--- src/rtl/mdu_pkg.sv ---
// Shared types and constants for the RV32M iterative multiply/divide unit.
// Operation encodings mirror Funct3 so the decoder's bits can be cast directly.
package mdu_pkg;

  localparam int XLEN = 32;
  localparam int ITER = 32;

  typedef enum logic [2:0] {
    OP_MUL    = 3'b000,
    OP_MULH   = 3'b001,
    OP_MULHSU = 3'b010,
    OP_MULHU  = 3'b011,
    OP_DIV    = 3'b100,
    OP_DIVU   = 3'b101,
    OP_REM    = 3'b110,
    OP_REMU   = 3'b111
  } md_op_e;

  typedef enum logic [1:0] {
    IDLE,
    MUL,
    DIV,
    FIX
  } md_state_e;

endpackage

--- src/rtl/mdu_abs_neg.sv ---
// Combinational conditional two's-complement negate; used for operand
// magnitudes on entry and for sign correction of the final result.
module mdu_abs_neg #(
  parameter int W = 32
) (
  input  logic         neg,
  input  logic [W-1:0] din,
  output logic [W-1:0] dout
);

  assign dout = neg ? -din : din;

endmodule

--- src/rtl/mul_div_unit.sv ---
// Iterative RV32M multiply/divide: 32-cycle shift-add or restoring divide on
// magnitudes, then one FIX cycle applies the sign and selects the result word.
module mul_div_unit #(
  parameter int XLEN = 32
) (
  input  logic            clk,
  input  logic            rst_n,
  input  logic            start,
  input  logic            flush,
  input  logic [2:0]      Funct3,
  input  logic [XLEN-1:0] SrcA,
  input  logic [XLEN-1:0] SrcB,
  output logic            busy,
  output logic            done,
  output logic [XLEN-1:0] Result
);

  import mdu_pkg::*;

  md_state_e         state_q, state_d;
  md_op_e            op_in, op_q;
  logic [4:0]        count_q;
  logic [XLEN-1:0]   a_mag_q, b_mag_q, a_abs, b_abs, result_q, fix_word;
  logic [2*XLEN-1:0] prod_q, mul_next, div_next, fix_in, fix_out;
  logic [XLEN:0]     mul_sum, div_shift, div_trial;
  logic              signed_a, signed_b, sign_a, sign_b, neg_q, accept;
  logic              div_zero, div_ovf, div_ok, done_q;

  assign op_in = md_op_e'(Funct3);

  always_comb begin
    signed_a = (op_in != OP_MULHU) && (op_in != OP_DIVU) && (op_in != OP_REMU);
    signed_b = signed_a && (op_in != OP_MULHSU);
    sign_a   = signed_a & SrcA[XLEN-1];
    sign_b   = signed_b & SrcB[XLEN-1];
    div_zero = Funct3[2] && (SrcB == '0);
    div_ovf  = Funct3[2] && !Funct3[0] && (SrcA == {1'b1, {(XLEN-1){1'b0}}}) && (SrcB == '1);
  end

  mdu_abs_neg #(.W(XLEN)) u_abs_a (.neg(sign_a), .din(SrcA), .dout(a_abs));
  mdu_abs_neg #(.W(XLEN)) u_abs_b (.neg(sign_b), .din(SrcB), .dout(b_abs));

  // Multiply: high half accumulates, low half holds the multiplier and shifts out.
  assign mul_sum  = {1'b0, prod_q[2*XLEN-1:XLEN]} + (prod_q[0] ? {1'b0, a_mag_q} : '0);
  assign mul_next = {mul_sum, prod_q[XLEN-1:1]};

  // Divide: high half is the partial remainder, low half the dividend/quotient.
  assign div_shift = {prod_q[2*XLEN-1:XLEN], prod_q[XLEN-1]};
  assign div_trial = div_shift - {1'b0, b_mag_q};
  assign div_ok    = !div_trial[XLEN];
  assign div_next  = {(div_ok ? div_trial[XLEN-1:0] : div_shift[XLEN-1:0]),
                      prod_q[XLEN-2:0], div_ok};

  // Products are negated as 64 bits; divide results are negated after word select.
  assign fix_in = op_q[2] ? {{XLEN{1'b0}}, (op_q[1] ? prod_q[2*XLEN-1:XLEN] : prod_q[XLEN-1:0])}
                          : prod_q;

  mdu_abs_neg #(.W(2*XLEN)) u_fix (.neg(neg_q), .din(fix_in), .dout(fix_out));

  assign fix_word = ((op_q == OP_MUL) || op_q[2]) ? fix_out[XLEN-1:0] : fix_out[2*XLEN-1:XLEN];

  always_comb begin
    state_d = state_q;
    accept  = 1'b0;
    if (flush) begin
      state_d = IDLE;
    end else begin
      case (state_q)
        IDLE: begin
          if (start && !done_q) begin
            accept = 1'b1;
            if (div_zero || div_ovf) state_d = FIX;
            else if (Funct3[2])      state_d = DIV;
            else                     state_d = MUL;
          end
        end
        MUL, DIV: if (count_q == 5'(ITER - 1)) state_d = FIX;
        FIX:      state_d = IDLE;
        default:  state_d = IDLE;
      endcase
    end
  end

  always_ff @(posedge clk or negedge rst_n) begin
    if (!rst_n) state_q <= IDLE;
    else        state_q <= state_d;
  end

  always_ff @(posedge clk or negedge rst_n) begin
    if (!rst_n) begin
      op_q     <= OP_MUL;
      count_q  <= '0;
      a_mag_q  <= '0;
      b_mag_q  <= '0;
      prod_q   <= '0;
      neg_q    <= 1'b0;
      result_q <= '0;
      done_q   <= 1'b0;
    end else begin
      done_q <= 1'b0;
      if (accept) begin
        op_q    <= op_in;
        count_q <= '0;
        a_mag_q <= a_abs;
        b_mag_q <= b_abs;
        if (div_zero) begin
          prod_q <= {SrcA, {XLEN{1'b1}}};
          neg_q  <= 1'b0;
        end else if (div_ovf) begin
          prod_q <= {{XLEN{1'b0}}, SrcA};
          neg_q  <= 1'b0;
        end else begin
          prod_q <= {{XLEN{1'b0}}, (Funct3[2] ? a_abs : b_abs)};
          // Remainder takes the dividend's sign; everything else the XOR.
          neg_q  <= (Funct3[2] && Funct3[1]) ? sign_a : (sign_a ^ sign_b);
        end
      end else if (!flush) begin
        case (state_q)
          MUL: begin
            prod_q  <= mul_next;
            count_q <= count_q + 5'd1;
          end
          DIV: begin
            prod_q  <= div_next;
            count_q <= count_q + 5'd1;
          end
          FIX: begin
            result_q <= fix_word;
            done_q   <= 1'b1;
          end
          default: ;
        endcase
      end
    end
  end

  assign busy   = (state_q != IDLE) || done_q;
  assign done   = done_q;
  assign Result = result_q;

endmodule

--- config.mk ---
export PLATFORM = sky130hd
export DESIGN_NAME = mul_div_unit
export DESIGN_NICKNAME = d
export VERILOG_FILES = /design/src/rtl/mdu_pkg.sv /design/src/rtl/mdu_abs_neg.sv /design/src/rtl/mul_div_unit.sv
export SDC_FILE = /design/constraint.sdc
export NUM_CORES = 1
export LEC_CHECK = 0
export ABC_AREA = 1
export CAP_MARGIN = 20
export CELL_PAD_IN_SITES_DETAIL_PLACEMENT = 1
export CELL_PAD_IN_SITES_GLOBAL_PLACEMENT = 1
export CORE_ASPECT_RATIO = 2
export CORE_MARGIN = 4
export CORE_UTILIZATION = 43
export CTS_BUF_LIST = sky130_fd_sc_hd__clkbuf_8 sky130_fd_sc_hd__clkbuf_16
export DETAILED_ROUTE_END_ITERATION = 8
export GPL_ROUTABILITY_DRIVEN = 0
export HOLD_SLACK_MARGIN = 0.03
export PLACE_DENSITY_LB_ADDON = 0.1
export REMOVE_ABC_BUFFERS = 1
export SYNTH_ARGS = -nofsm -noshare
export SYNTH_HDL_FRONTEND = slang
export SYNTH_HIERARCHICAL = 1
export SYNTH_SLANG_ARGS = --single-unit
export TNS_END_PERCENT = 50
--- constraint.sdc ---
create_clock -name clk -period 3.1 [get_ports clk]
set_clock_uncertainty 0.2 [all_clocks]
set_input_delay 0.31 -clock clk [delete_from_list [all_inputs] [get_ports clk]]
set_output_delay 0.31 -clock clk [all_outputs]
set_load 0.02 [all_outputs]
==> metrics, run 1 <==
reported max-cap violation count 0; Yosys warnings 6; ys async rst share 1.00; Final Slew Violations 0; Setup Crit Path Kind reg -> reg; Crit Path Max Fanout 28; Port-buffer cells about 100; library cell occupying the most area in the post-synthesis netlist sky130_fd_sc_hd__nand2_1; smallest setup slack after layout -84.4 ps; die extent in x 160 µm; HPWL after detailed placement around 86,000 µm; length of the first detailed-routing pass in iterations 5; power per cell area 1220 nW/µm²; crit-path max cell delay roughly 390 ps; global route total overflow 0; violation count after the first detailed-routing iteration approximately 2.1k; Placement Setup Slack -302 ps; initial antenna violation count 5; vias per cell about 6; signed area change from the synthesized netlist to the final layout 17.4%; DR WL/cell approximately 25 µm; number of nets in the layout slightly below 4k; first-pass GRT wire length about 160,000 µm; number of flops mapped to enable cells by yosys 0; headroom to the max-slew limit 0.382; Area contributors post-synth sky130_fd_sc_hd__nand2_1, sky130_fd_sc_hd__dfrtp_1, sky130_fd_sc_hd__inv_1, sky130_fd_sc_hd__nor2_1, sky130_fd_sc_hd__ha_1; outcome finished with violations; number of distinct library cell variants in the gate-level netlist after synthesis 45; Most used DFF post-synth sky130_fd_sc_hd__dfrtp_1; critical-path cell list nand2_1 > buf_12 > buf_4 > o21ai_0 > buf_4 > nor2_2 > nand2_2 > nor2_8 > nand3_4 > o21ai_4 > nand3_1 > nand2_1 > o211ai_1 > a31oi_1; final hold vios 0; sequential fraction of the synthesis area 0.217; largest net degree at the start of global routing roughly 130; clock tree from TritonCTS yes; standard-cell row count approximately 110; drc violations 0; floorplan die area about 50,000 µm²; number of clock sinks about 170; final total negative setup slack -174 ps; Worst Max-Slew Pin Slew between 900 and 1000 ps; Final setup viols 4; clock network latency to the later pin of the worst-skew pair 490 ps; Total Routed Length around 110,000 µm; Die Span Y 312 µm; initial cell density of the core 0.434; buffer levels on the longest clock path 2; via count between 20k and 30k; Max rail drop VDD approximately 0.45 mV; flip-flop and latch count after synthesis roughly 170; data arrival time of the worst path around 3400 ps; crit path launch type flip-flop; post-synthesis instance total 3,561; synthesized area per cell ~5.6 µm²; share of layout cells above drive strength 1 0.102; via count of the first global-routing pass ~26k; min Tclk post-route ~3200 ps; share of Yosys cell area claimed by the top area cell type 0.276; required arrival time at the worst endpoint around 3300 ps; violated checks setup timing; synthesized cell area roughly 20,000 µm²; area of the placeable core roughly 46,000 µm²; total track usage 0.422; final critical-path share of the clock period 1.03; setup repair after global routing missed its margin yes; fmax about 310 MHz; post-route ant nets 0; critical path endpoint category flip-flop; leakage power figure ~13 nW; total clock buffers created by CTS 17; cell at the slowest stage of the critical path sky130_fd_sc_hd__dfrtp_1; Reg clk slew, reported paths approximately 80 ps; path type of the worst min-delay path in -> async; Root Driver sky130_fd_sc_hd__clkbuf_16; number of H-tree levels 4; I/O Pins 105
-- Yosys cell counts (4+ instances only) --
| library cell | n |
|---|---|
| sky130_fd_sc_hd__nand4_1 | 45 |
| sky130_fd_sc_hd__a31oi_1 | 35 |
| sky130_fd_sc_hd__nor2_1 | 421 |
| sky130_fd_sc_hd__a21oi_1 | 91 |
| sky130_fd_sc_hd__nand2_4 | 9 |
| sky130_fd_sc_hd__nor2_2 | 21 |
| sky130_fd_sc_hd__buf_2 | 20 |
| sky130_fd_sc_hd__inv_1 | 475 |
| sky130_fd_sc_hd__nand3_2 | 10 |
| sky130_fd_sc_hd__buf_1 | 5 |
| sky130_fd_sc_hd__xnor2_1 | 37 |
| sky130_fd_sc_hd__nand3_1 | 183 |
| sky130_fd_sc_hd__nand3b_1 | 14 |
| sky130_fd_sc_hd__nor2_4 | 15 |
| sky130_fd_sc_hd__o21ai_0 | 162 |
| sky130_fd_sc_hd__o21ai_2 | 5 |
| sky130_fd_sc_hd__clkbuf_8 | 4 |
| sky130_fd_sc_hd__buf_4 | 4 |
| sky130_fd_sc_hd__buf_6 | 4 |
| sky130_fd_sc_hd__xor2_1 | 41 |
| sky130_fd_sc_hd__ha_1 | 74 |
| sky130_fd_sc_hd__inv_2 | 12 |
| sky130_fd_sc_hd__nor3_1 | 25 |
| sky130_fd_sc_hd__o21ai_1 | 11 |
| sky130_fd_sc_hd__o21ai_4 | 4 |
| sky130_fd_sc_hd__clkbuf_1 | 84 |
| sky130_fd_sc_hd__nand2_1 | 1459 |
| sky130_fd_sc_hd__nand2_2 | 21 |
| sky130_fd_sc_hd__o21bai_1 | 12 |
| sky130_fd_sc_hd__o211ai_1 | 50 |
| sky130_fd_sc_hd__dfrtp_1 | 172 |
| sky130_fd_sc_hd__nor4_1 | 13 |
-- through the flow --
| step | util | power [W] | instance area [µm²] | hold slack (ps) | cells |
|---|---|---|---|---|---|
| after CTS | 0.499 | 0.0265 | 22800 | 106 | 4278 |
| final | 0.509 | 0.0285 | 23300 | 94.3 | 4291 |
| after global routing | 0.509 | 0.0302 | 23300 | 132 | 4289 |
| after floorplan | - | 0.0158 | 19300 | -186 | 3439 |
| after detailed placement | 0.485 | 0.0240 | 22200 | 36.7 | 4244 |
| after global placement | 0.485 | 0.0234 | 22200 | 38.7 | 4244 |
-- metal layers --
metal	wire [µm]	part of all wire	vias up	GRT usage
met5	25	0.00023	-	0
met4	16100	0.15	4	0.477
met3	7050	0.065	688	0.0980
met2	52100	0.48	1314	0.724
met1	33200	0.31	12000	0.378
li1	-	-	11400	-
-- worst max-delay path: cells and delay by family (launching register included) --
kind / cells / cell delay, ps
simple gates: 7 / 1130
compound gates: 4 / 830
buf+inv: 3 / 530
flops: 1 / 390
-- path summary, 6_finish.rpt --
path,depth (start not counted),endpoint,slack (ps),startpoint
max in group asynchronous,3,prod_q[51],1800,rst_n
worst max-delay path,14,Result[5],-80,op_q[2]
worst min register to register,2,a_mag_q[18],280,a_mag_q[18]
worst max register to register,14,Result[5],-80,op_q[2]
worst min-delay path,2,Result[31],90,rst_n
min in group clk,2,a_mag_q[18],280,a_mag_q[18]
-- power by group --
part	internal (W)	switching (W)
combinational	0.00682	0.0149
sequential	0.00328	0.00127
clock	0.00106	0.00116
total	0.0112	0.0174
-- kinds of logic (layout without fill, tap and decap cells) --
group                    count (synthesis)  in the layout  share of synthesized area
other                                    0              2                          0
flip-flops                             172            172                      0.217
AND/OR/NAND/NOR                       2244           2245                      0.468
AO/OA/AOI/OAI                          380            380                      0.111
buffers and inverters                  611            773                      0.122
XOR/XNOR                                78             78                     0.0344
adder cells (fa/ha/maj)                 76             76                     0.0486
-- area by class of cell --
| type | instances | area, µm² |
|---|---|---|
| fillers | 6675 | 22500 |
| multi-input cells | 2779 | 13500 |
| flip-flops and latches | 172 | 4320 |
| repair buffers | 252 | 2360 |
| inverters | 489 | 1840 |
| well taps | 565 | 707 |
| clock buffers | 17 | 425 |
| clock inverters | 15 | 129 |
| diodes | 2 | 5.00 |
-- layout by cell type (no fill, tap or decap), types with 25 or more instances in the layout --
master / count
sky130_fd_sc_hd__a21oi_1: 88
sky130_fd_sc_hd__a31oi_1: 35
sky130_fd_sc_hd__buf_4: 128
sky130_fd_sc_hd__clkdlybuf4s50_1: 103
sky130_fd_sc_hd__dfrtp_1: 160
sky130_fd_sc_hd__ha_1: 49
sky130_fd_sc_hd__inv_1: 468
sky130_fd_sc_hd__nand2_1: 1438
sky130_fd_sc_hd__nand2_2: 38
sky130_fd_sc_hd__nand3_1: 177
sky130_fd_sc_hd__nand4_1: 45
sky130_fd_sc_hd__nor2_1: 412
sky130_fd_sc_hd__nor2_2: 27
sky130_fd_sc_hd__nor3_1: 25
sky130_fd_sc_hd__o211ai_1: 50
sky130_fd_sc_hd__o21ai_0: 151
sky130_fd_sc_hd__xnor2_1: 37
sky130_fd_sc_hd__xor2_1: 39
-- flip-flops by register name (all words and copies together) (netlist names) --
signal,cells
Result,32
a_mag_q,32
b_mag_q,32
count_q,5
done,1
neg_q,1
op_q,3
prod_q,64
state_q,2
-- repair_timing --
item / CTS / global route
gates cloned: 0 / 1
hold buffers: 1 / 0
pin swaps: 1 / 10
buffers inserted: 1 / 9
endpoints found under the setup margin: 34 / 57
hold endpoints to repair: 172 / 0
resized for setup: 16 / 111
(Power assumes the default switching activity.)
==> run 2, diff against run 1 <==
Settings changed: CORE_ASPECT_RATIO 2 to 0.9.
==> metrics, run 2 (synthesized netlist as in run 1, its figures left out) <==
Sequential cell area between 4000 and 5000 µm²; Final setup viols 0; share of the core filled with cells in the final layout 0.499; reported max-cap violation count 0; initial cell density of the core 0.436; Max rail drop VDD approximately 0.73 mV; most used routing layer met2; smallest setup slack after layout about 73 ps; Port-buffer cells between 100 and 150; largest net degree at the start of global routing approximately 130; number of diodes added for antenna fixing 0; outcome finished clean; number of clock sinks around 170; total track usage 0.375; initial antenna violation count 3; met2 demand-to-capacity share in global routing 0.551; Crit Path Max Fanout 12; relative contribution of sequential cells to total power 0.173; post-route ant nets 0; path type of the worst min-delay path in -> async; Setup Crit Path Kind reg -> reg; violation count after the first detailed-routing iteration approximately 2.6k; required arrival time at the worst endpoint 3300 ps; standard-cell row count 74; signed area change from the synthesized netlist to the final layout 14.5%; data arrival time of the worst path 3230 ps; final critical-path share of the clock period 0.976; via count ~25k; Clk network pwr share 0.092; first-pass GRT wire length between 100,000 and 150,000 µm; via count of the first global-routing pass roughly 24k; fillers roughly 6.6k; power per cell area roughly 1200 nW/µm²; placed instance count ~4.2k; met1 Use GR 0.533; Placement Cell Area around 22,000 µm²; headroom to the max-slew limit 0.378; switching power summed over all nets 0.0158 W; commonest non-fill, non-tap cell in the layout sky130_fd_sc_hd__nand2_1; Die Span Y about 210 µm; global route total overflow 0; number of H-tree levels 4; HPWL after detailed placement between 70,000 and 80,000 µm; total internal power 0.0106 W; share of total power in combinational logic 0.735; area of all placed cells without fillers 22,700 µm²; die extent in x roughly 230 µm; leakage power figure 12.3 nW; clock network latency to the later pin of the worst-skew pair ~500 ps; vias per cell 5.78; non-filler instance count after layout between 4k and 5k; clock tree from TritonCTS yes; Placement Setup Slack ~22 ps; Final Slew Violations 0; R2R setup slack approximately 73 ps; met3 usage in global routing 0.0756; fmax approximately 330 MHz; final hold vios 0; total area of multi-input combinational cells 13,300 µm²; area of the placeable core around 46,000 µm²; R2R depth 16; leading cell types in the layout, fill and taps excluded sky130_fd_sc_hd__nand2_1, sky130_fd_sc_hd__inv_1, sky130_fd_sc_hd__nor2_1; crit path launch type flip-flop; DR WL/cell between 20 and 25 µm; number of nets in the layout 3,794; floorplan die area ~50,000 µm²; Top reg by flops prod_q; switching share of total power 0.597; buffer levels on the longest clock path 2; critical path endpoint category flip-flop; I/O Pins 105; flip-flop count of the largest register, all copies and words added 64; Total Routed Length approximately 95,000 µm; setup repair after global routing missed its margin yes; Root Driver sky130_fd_sc_hd__clkbuf_16; Worst Max-Slew Pin Slew approximately 930 ps; total clock buffers created by CTS 17; share of layout cells above drive strength 1 0.0702; min Tclk post-route 3030 ps; hold_ws between 150 and 200 ps; length of the first detailed-routing pass in iterations 6; drc violations 0; Reg clk slew, reported paths around 80 ps
run 2: cell types whose count changed in the layout (fill, tap and decap cells not counted), moves of 8 or more:
cell / change
sky130_fd_sc_hd__buf_4: -61
sky130_fd_sc_hd__nand2_1: +16
sky130_fd_sc_hd__ha_1: +14
sky130_fd_sc_hd__nand2_2: -12
sky130_fd_sc_hd__dfrtp_1: +9
sky130_fd_sc_hd__ha_2: -8
run 2: power by group through the flow:
stage / registers (W) / logic (W) / clock network [W]
after CTS: 0.00447 / 0.0184 / 0.00246
final: 0.00457 / 0.0194 / 0.00244
after floorplan: 0.00432 / 0.0115 / 0
after global placement: 0.00445 / 0.0176 / 0
after detailed placement: 0.00449 / 0.0183 / 0
after global routing: 0.00460 / 0.0210 / 0.00254
run 2: metal layers:
metal | up-vias | share of wire | routed length [µm]
met3 | 216 | 0.099 | 9390
met4 | 4 | 0.046 | 4360
met2 | 1198 | 0.42 | 39800
met1 | 12000 | 0.44 | 41600
li1 | 11300 | - | -
met5 | - | 0.00022 | 21
run 2: layout make-up:
class / instances / share of cell area
Tap cell: 608 / 0.0335
Inverter: 489 / 0.0808
Clock inverter: 15 / 0.00886
Sequential cell: 172 / 0.189
Timing Repair Buffer: 189 / 0.0839
Multi-Input combinational cell: 2778 / 0.585
Clock buffer: 17 / 0.0187
run 2: path summary, 6_finish.rpt:
kind	start	to
worst min register to register	a_mag_q[7]	a_mag_q[7]
worst min-delay path	rst_n	b_mag_q[8]
worst max-delay path	prod_q[50]	prod_q[55]
worst max register to register	prod_q[50]	prod_q[55]
max in group asynchronous	rst_n	Result[17]
min in group clk	a_mag_q[7]	a_mag_q[7]
run 2: repair_timing:
item	in CTS	in global routing
endpoints found under the setup margin	0	59
gates resized for setup	0	51
hold buffers	1	0
buffers inserted	0	2
endpoints found under the hold margin	67	0
run 2: worst max-delay path, stage by stage, from the launching register on:
cell and delay (ps):
sky130_fd_sc_hd__dfrtp_1 560, sky130_fd_sc_hd__ha_2 410, sky130_fd_sc_hd__nand2_1 160, sky130_fd_sc_hd__inv_1 60, sky130_fd_sc_hd__nand2_1 80, sky130_fd_sc_hd__nand2_1 70, sky130_fd_sc_hd__nand2_1 70, sky130_fd_sc_hd__nand2_1 80
sky130_fd_sc_hd__a21oi_2 250, sky130_fd_sc_hd__nand3_2 200, sky130_fd_sc_hd__nand2_8 190, sky130_fd_sc_hd__buf_12 160, sky130_fd_sc_hd__nand2_1 110, sky130_fd_sc_hd__nand3_1 100, sky130_fd_sc_hd__nand2_1 120, sky130_fd_sc_hd__nand2_1 80
sky130_fd_sc_hd__nand2_1 40
run 2: per-stage QoR:
stage | total power, W | setup TNS (ps)
after global routing | 0.0282 | -20.1
after global placement | 0.0221 | 0
after floorplan | 0.0158 | -167200
after detailed placement | 0.0228 | 0
after CTS | 0.0253 | 0
final | 0.0264 | 0
==> run 3, diff against run 2 <==
Settings changed: CORE_UTILIZATION 43 to 40, CTS_CLUSTER_DIAMETER from default to 150.
==> metrics, run 3 (synthesized netlist as in run 1, its figures left out) <==
clock network latency to the later pin of the worst-skew pair approximately 500 ps; crit path launch type flip-flop; I/O Pins roughly 110; critical-path cell list nand2_4 > clkbuf_16 > nand2_1 > o21ai_0 > nor2_1 > nand2_1 > nor2_1 > nand2_1 > nor2_2 > nand3_1 > nand2_1 > nand2_1 > nand2_1 > o211ai_1 > a31oi_1; Placement Setup Slack -30.3 ps; clock tree from TritonCTS yes; Worst Max-Slew Pin Slew 709 ps; share of layout cells above drive strength 1 0.0767; number of nets in the layout 3,812; initial cell density of the core 0.404; floorplan die area approximately 53,000 µm²; kind of cell adding the most delay to the critical path simple AND/OR/NAND/NOR gates; number of diodes added for antenna fixing 0; Setup Crit Path Kind reg -> reg; standard-cell row count 77; via count between 20k and 25k; startpoint of the worst register-to-register path op_q[2]; switching share of total power 0.596; fmax approximately 330 MHz; overall power roughly 0.027 W; flip-flop count of the largest register, all copies and words added 64; switching power summed over all nets around 0.016 W; leading cell types in the layout, fill and taps excluded sky130_fd_sc_hd__nand2_1, sky130_fd_sc_hd__inv_1, sky130_fd_sc_hd__nor2_1; Total Routed Length approximately 99,000 µm; min Tclk post-route ~3000 ps; via count of the first global-routing pass roughly 24k; area of the placeable core between 40,000 and 50,000 µm²; cell repeated most along the worst path sky130_fd_sc_hd__nand2_1; smallest setup slack after layout slightly below 80 ps; Top reg by flops prod_q; cell at the slowest stage of the critical path sky130_fd_sc_hd__dfrtp_1; global route total overflow 0; Max rail drop VDD ~1.3 mV; final hold vios 0; Final setup viols 0; number of clock sinks roughly 170; share of total power in combinational logic 0.741; headroom to the max-slew limit 0.523; outcome finished clean; required arrival time at the worst endpoint 3320 ps; number of H-tree levels 4; final total negative setup slack 0 ps; Root Driver sky130_fd_sc_hd__clkbuf_16; buffering stage count on the worst path with inverters included 1; worst setup path startpoint op_q[2]; initial antenna violation count 4; total track usage 0.362; length of the first detailed-routing pass in iterations 6; die extent in x roughly 240 µm; commonest non-fill, non-tap cell in the layout sky130_fd_sc_hd__nand2_1; Crit Path Max Fanout 32; final critical-path share of the clock period 0.975; total clock buffers created by CTS 17; reported max-cap violation count 0; violation count after the first detailed-routing iteration 2,715; vias per cell about 5.7; drc violations 0; power per cell area between 1000 and 1500 nW/µm²; HPWL after detailed placement slightly below 80,000 µm; DR WL/cell 22.9 µm; leakage power figure ~12 nW; Die Span Y about 220 µm; path type of the worst min-delay path in -> async; Clk network pwr share 0.090; largest net degree at the start of global routing 126; buffer levels on the longest clock path 2; signed area change from the synthesized netlist to the final layout 15.4%; Reg clk slew, reported paths about 80 ps; first-pass GRT wire length ~150,000 µm; total internal power roughly 0.011 W; post-route ant nets 0; relative contribution of sequential cells to total power 0.169; data arrival time of the worst path 3240 ps; critical path endpoint category flip-flop; hold_ws around 140 ps; Port-buffer cells roughly 100; Final Slew Violations 0; crit-path max cell delay 400 ps
-- run 3: changes by cell type in the layout (fill, tap and decap cells not counted), moves of 3 or more --
cell	previous run	this run
sky130_fd_sc_hd__nor2_2	27	32
sky130_fd_sc_hd__nor2_1	413	409
sky130_fd_sc_hd__nand3_1	183	180
sky130_fd_sc_hd__ha_1	63	68
sky130_fd_sc_hd__ha_2	9	6
sky130_fd_sc_hd__nand2_1	1454	1451
sky130_fd_sc_hd__buf_6	0	3
sky130_fd_sc_hd__buf_4	67	82
sky130_fd_sc_hd__nand2_4	7	10
sky130_fd_sc_hd__nand3_2	9	12
-- run 3: per-layer routing --
layer,vias to the layer above,part of all wire,track usage
li1,11300,-,-
met1,12000,0.44,0.512
met2,1216,0.42,0.535
met3,223,0.10,0.0872
met4,8,0.041,0.133
met5,-,0.00046,0
-- run 3: area by class of cell --
cell class | count | area, µm²
Clock inverter | 15 | 206
Inverter | 489 | 1840
Multi-Input combinational cell | 2778 | 13300
Clock buffer | 17 | 425
Timing Repair Buffer | 207 | 2050
Fill cell | 6963 | 26200
Tap cell | 632 | 791
Sequential cell | 172 | 4310
-- run 3: per-stage QoR --
stage / cells / util / area, µm²
5_1_grt: 4310 / 0.466 / 22900
3_5_place_dp: 4267 / 0.448 / 22000
4_1_cts: 4300 / 0.461 / 22600
2_1_floorplan: 3439 / - / 19300
3_3_place_gp: 4267 / 0.448 / 22000
6_report: 4310 / 0.466 / 22900
-- run 3: worst register-to-register path, delay by kind of cell, from the launching register on --
| kind | cells | cell delay, ps |
|---|---|---|
| buffers and inverters | 1 | 240 |
| AO/OA/AOI/OAI | 3 | 540 |
| flip-flops | 1 | 400 |
| AND/OR/NAND/NOR | 11 | 1570 |
-- run 3: repair_timing --
item | 4_1_cts | 5_1_grt
hold buffers | 1 | 0
endpoints found under the setup margin | 1 | 47
resized for setup | 1 | 61
endpoints found under the hold margin | 53 | 0
cloned | 0 | 2
pin swaps | 0 | 8
buffers inserted | 0 | 8
-- run 3: final timing paths --
path	end	slack (ps)	cells after the start
max in group asynchronous	a_mag_q[10]	1600	3
min in group clk	a_mag_q[19]	290	2
max reg2reg	Result[28]	80	15
max	Result[28]	80	15
min reg2reg	a_mag_q[19]	290	2
min	b_mag_q[5]	140	2
-- run 3: power groups by stage --
stage	registers (W)	clock network, W	logic, W
floorplan	0.00432	0	0.0115
global placement	0.00447	0	0.0184
detailed placement	0.00450	0	0.0189
CTS	0.00447	0.00246	0.0190
global route	0.00461	0.00254	0.0217
finish	0.00455	0.00244	0.0200
